$ cat src/rtl/forward_tracker.sv
// Forwarding-select and load-use stall generator for the RF-stage instruction.
// Keeps a two-slot history (EX, MEM) of destinations in flight and a saturating stall counter.
module forward_tracker #(
  parameter int CNT_W = 8
) (
  input  logic             clk,
  input  logic             reset,
  input  logic [4:0]       Rn,
  input  logic [4:0]       Rm,
  input  logic             UseRn,
  input  logic             UseRm,
  input  logic [4:0]       Rd,
  input  logic             RegWrite,
  input  logic             IsLoad,
  input  logic             Flush,
  output logic             FwdT1,
  output logic             FwdT2,
  output logic             FwdT3,
  output logic             FwdT4,
  output logic             Stall,
  output logic [CNT_W-1:0] StallCount
);

  localparam logic [4:0] XZR = 5'd31;

  logic       ex_v_reg, ex_wr_reg, ex_ld_reg;
  logic [4:0] ex_rd_reg;
  logic       mem_v_reg, mem_wr_reg, mem_ld_reg;
  logic [4:0] mem_rd_reg;
  logic [CNT_W-1:0] count_reg;

  logic ex_live, mem_live;
  logic hit_ex_n, hit_mem_n, hit_ex_m, hit_mem_m;
  logic stall_int;

  // XZR is excluded at the entry level so it can never match any source.
  assign ex_live  = ex_v_reg  & ex_wr_reg  & (ex_rd_reg  != XZR);
  assign mem_live = mem_v_reg & mem_wr_reg & (mem_rd_reg != XZR);

  assign hit_ex_n  = UseRn & ex_live  & (ex_rd_reg  == Rn);
  assign hit_mem_n = UseRn & mem_live & (mem_rd_reg == Rn);
  assign hit_ex_m  = UseRm & ex_live  & (ex_rd_reg  == Rm);
  assign hit_mem_m = UseRm & mem_live & (mem_rd_reg == Rm);

  assign stall_int = ex_ld_reg & (hit_ex_n | hit_ex_m);

  always_comb begin
    FwdT1 = 1'b0;
    FwdT2 = 1'b0;
    FwdT3 = 1'b0;
    FwdT4 = 1'b0;
    if (!stall_int) begin
      FwdT1 = hit_ex_n & ~ex_ld_reg;
      FwdT2 = hit_mem_n & ~hit_ex_n;
      FwdT3 = hit_ex_m & ~ex_ld_reg;
      FwdT4 = hit_mem_m & ~hit_ex_m;
    end
  end

  assign Stall      = stall_int;
  assign StallCount = count_reg;

  always_ff @(posedge clk) begin
    if (reset) begin
      ex_v_reg   <= 1'b0;
      ex_wr_reg  <= 1'b0;
      ex_ld_reg  <= 1'b0;
      ex_rd_reg  <= 5'd0;
      mem_v_reg  <= 1'b0;
      mem_wr_reg <= 1'b0;
      mem_ld_reg <= 1'b0;
      mem_rd_reg <= 5'd0;
      count_reg  <= '0;
    end else begin
      mem_v_reg  <= ex_v_reg;
      mem_wr_reg <= ex_wr_reg;
      mem_ld_reg <= ex_ld_reg;
      mem_rd_reg <= ex_rd_reg;
      // A stalled or flushed instruction leaves a bubble behind in EX.
      if (!stall_int && !Flush) begin
        ex_v_reg  <= 1'b1;
        ex_wr_reg <= RegWrite;
        ex_ld_reg <= IsLoad;
        ex_rd_reg <= Rd;
      end else begin
        ex_v_reg  <= 1'b0;
        ex_wr_reg <= 1'b0;
        ex_ld_reg <= 1'b0;
        ex_rd_reg <= 5'd0;
      end
      if (stall_int && !(&count_reg)) begin
        count_reg <= count_reg + CNT_W'(1);
      end
    end
  end

endmodule
$ cat config.mk
export PLATFORM = sky130hd
export DESIGN_NAME = forward_tracker
export DESIGN_NICKNAME = d
export VERILOG_FILES = /design/src/rtl/forward_tracker.sv
export SDC_FILE = /design/constraint.sdc
export NUM_CORES = 1
export LEC_CHECK = 0
export BUFFER_PORTS_ARGS = -buffer_cell sky130_fd_sc_hd__buf_4
export CAP_MARGIN = 20
export CELL_PAD_IN_SITES_DETAIL_PLACEMENT = 0
export CELL_PAD_IN_SITES_GLOBAL_PLACEMENT = 1
export CORE_ASPECT_RATIO = 0.5
export CORE_MARGIN = 2
export CORE_UTILIZATION = 40
export DETAILED_ROUTE_END_ITERATION = 16
export PLACE_DENSITY = 0.92
export SYNTH_ARGS = -nofsm -noshare
export SYNTH_HDL_FRONTEND = slang
export SYNTH_SLANG_ARGS = --single-unit
$ cat constraint.sdc
create_clock -name clk -period 3 [get_ports clk]
set_input_delay 0.6 -clock clk [delete_from_list [all_inputs] [get_ports clk]]
set_output_delay 0.6 -clock clk [all_outputs]
set_load 0.05 [all_outputs]
==> results.json <==
{
  "run_status": "finished, final reports clean",
  "ctsResizeCount": 0,
  "fin_nets": 193,
  "slowest_stage": "dfxtp_1",
  "final_layout_size_suffix_gt1_share_pct": 24.9,
  "drt_drc_violations_left": 0,
  "routed_via_density": 5.41,
  "post_cts_buffers": 0,
  "netlist.area_leader.share_pct": 38.4,
  "synth_area_per_cell_um2": 8.95,
  "period_minus_slack_ns": 2.72,
  "wp_data_required_ns": 2.40,
  "netlist_instances": 134,
  "first_pass_iters": 4,
  "cts-hold-fix-buffers": 0,
  "grt_start_max_net_pins": 18,
  "final-seq-area_um2": 460,
  "critPathMaxStageDelay_ns": 0.44,
  "report.final.hold_viol_count": 0,
  "number_of_flip_flops_under_the_largest_register_name": 8,
  "areaGrowthSynthToFinish_pct": 27.8,
  "area_of_the_multi_input_gates_um2": 711,
  "antenna_violations_before_repair": 0,
  "yosys-top-cells-area": "dfxtp_1, xnor2_1, xor2_1, a21oi_1, and2_1",
  "wire_per_inst_um": 13.7,
  "post-synth-top-area-cell": "dfxtp_1",
  "dp_slack_ns": 0.478,
  "postPlaceCellArea_um2": 1490,
  "power-per-cell-area_nw_per_um2": 375,
  "insertion_delay_ns": 0.26,
  "clkSinkCount": 23,
  "die_h_um": 42.7,
  "crit_path_max_fanout": 5,
  "clockRootBuffer": "clkbuf_8",
  "timing.max_slew.rel_slack_pct": 57.7,
  "postSynthNetCount": 157,
  "cts_inserted_buffers": 3,
  "synth-seq-area-share_pct": 38.4,
  "finish.instance_area_um2": 1530,
  "worstPathArrival_ns": 2.12,
  "fill_cells": 264,
  "postLayoutSetupSlackWorst_ns": 0.278,
  "crit_chain": "nand4_1, o211ai_2, nor3_1, or3_1, a21oi_1, buf_4",
  "num_rows": 13,
  "htreeDepth": 1,
  "diodes": 0,
  "routed-via-count": 1114,
  "cts.path.max_buffers": 2,
  "detailedPlacementHpwl_um": 2120,
  "post-layout-total-power_mw": 0.575,
  "transition_at_the_pin_with_the_smallest_max_transition_slack_ns": 0.631,
  "worst_setup_path_end_kind": "primary output",
  "chipWidth_um": 81.5,
  "grt_pass1_vias": 1020,
  "setup_viol": 0,
  "final_max_slew_viol_count": 0,
  "synth-warning-count": 0,
  "grt_pass1_wl_um": 4510,
  "cts.reportedPaths.clkPinSlew_ns": 0.08,
  "achievable-frequency_mhz": 367,
  "postSynthRegisterBits": 23,
  "post_synth_instance_area_um2": 1200,
  "power_leakage_nw": 0.577,
  "hp-class": "reg -> reg",
  "worst_setup_path_start_kind": "register",
  "critical-path-top-delay-family": "simple AND/OR/NAND/NOR gates",
  "finalClockSkew_ns": 0.000834,
  "track_usage_pct": 17.3,
  "setup.worst_path.class": "reg -> out",
  "worst-path-buf-inv": 1,
  "rsz0062_at_grt": "false",
  "core_area_um2": 2720,
  "initial_core_util_pct": 44.2,
  "grt-ovfl-total": 0,
  "dieArea_um2": 3480,
  "antenna_left": 0,
  "buffers_on_ports": 34,
  "tritoncts": "done",
  "finalSetupTns_ns": 0,
  "top_level_ports": 35,
  "gp_routability_congestion": 0.843,
  "detail_route.wirelength_um": 2830,
  "drt-initial-drc-count": 53,
  "synth_cell_types": 30,
  "max_cap_viol_count": 0,
  "timing.final.crit_share_pct": 90.7,
  "peakVddDrop_uv": 251
}
-- metrics by stage --
stage	util (%)	cells	hold WS [ns]
CTS	56.5	206	0.512
finish	56.5	206	0.511
detailed placement	54.8	202	0.500
floorplan	-	134	0.473
global placement	54.8	202	0.496
global route	56.5	206	0.514
-- layout by cell type (no fill, tap or decap), types with 5 or more instances in the layout --
master / instances
a21oi_1: 9
and2_1: 7
buf_4: 34
dfxtp_1: 23
nand2_1: 6
nand3_1: 7
nand4_1: 5
nor2b_1: 6
o31ai_1: 5
or4_1: 5
xnor2_1: 12
xor2_1: 8
-- report_power, final --
part / switching [mW] / internal [mW] / total [mW]
Combinational: 0.0299 / 0.0368 / 0.0667
Sequential: 0.00873 / 0.312 / 0.321
Clock: 0.0947 / 0.0926 / 0.187
Total: 0.133 / 0.442 / 0.575
-- synth_stat cells --
cell,count
a211oi_1,1
a21oi_1,9
and2_1,7
and3_1,4
and4_1,1
buf_6,2
clkbuf_1,1
dfxtp_1,23
ha_1,1
inv_1,4
mux2i_1,2
nand2_1,6
nand2b_1,2
nand3_1,7
nand4_1,5
nor2_1,4
nor2b_1,6
nor3_1,2
nor4_1,5
o211ai_1,3
o211ai_2,1
o21ai_0,2
o22a_1,1
o22ai_1,1
o31ai_1,5
or3_1,3
or3b_4,1
or4_1,5
xnor2_1,12
xor2_1,8
-- logic make-up (layout without fill, tap and decap cells) --
| group | Yosys count | count (layout) | synth area share (%) |
|---|---|---|---|
| flops | 23 | 23 | 38.4 |
| buf+inv | 7 | 42 | 3.44 |
| mux | 2 | 2 | 1.67 |
| simple gates | 58 | 58 | 28.4 |
| fa+ha+maj | 1 | 1 | 1.04 |
| xor+xnor | 20 | 20 | 14.6 |
| compound gates | 23 | 23 | 12.5 |
-- layer usage --
layer	vias up	part of all wire (%)	global-route usage, %
met5	-	0	0
met4	0	0.99	7.80
met3	2	4.9	4.47
met2	30	46	25.7
met1	526	48	23.5
li1	556	-	-
-- final timing paths --
check | startpoint | endpoint | slack [ns] | cells past startpoint
hold / removal | StallCount[5] | StallCount[5] | 0.51 | 2
setup reg to reg | ex_rd_reg[1] | StallCount[4] | 0.94 | 5
setup / recovery | ex_rd_reg[1] | FwdT4 | 0.28 | 6
hold reg to reg | StallCount[5] | StallCount[5] | 0.51 | 2
-- cell type report --
| cell class | count | area share [%] |
|---|---|---|
| Tap cell | 37 | 3.02 |
| Multi-Input combinational cell | 104 | 46.3 |
| Clock inverter | 1 | 0.326 |
| Sequential cell | 23 | 30.0 |
| Clock buffer | 3 | 2.69 |
| Inverter | 4 | 0.979 |
| Timing Repair Buffer | 34 | 16.6 |
-- worst reg2reg max path, delay by kind of cell (launching register included) --
| family | cells | cell delay (ns) |
|---|---|---|
| xor+xnor | 1 | 0.26 |
| simple gates | 2 | 0.78 |
| compound gates | 2 | 0.58 |
| flops | 1 | 0.37 |
No activity file was read; power rests on OpenSTA's default activity.
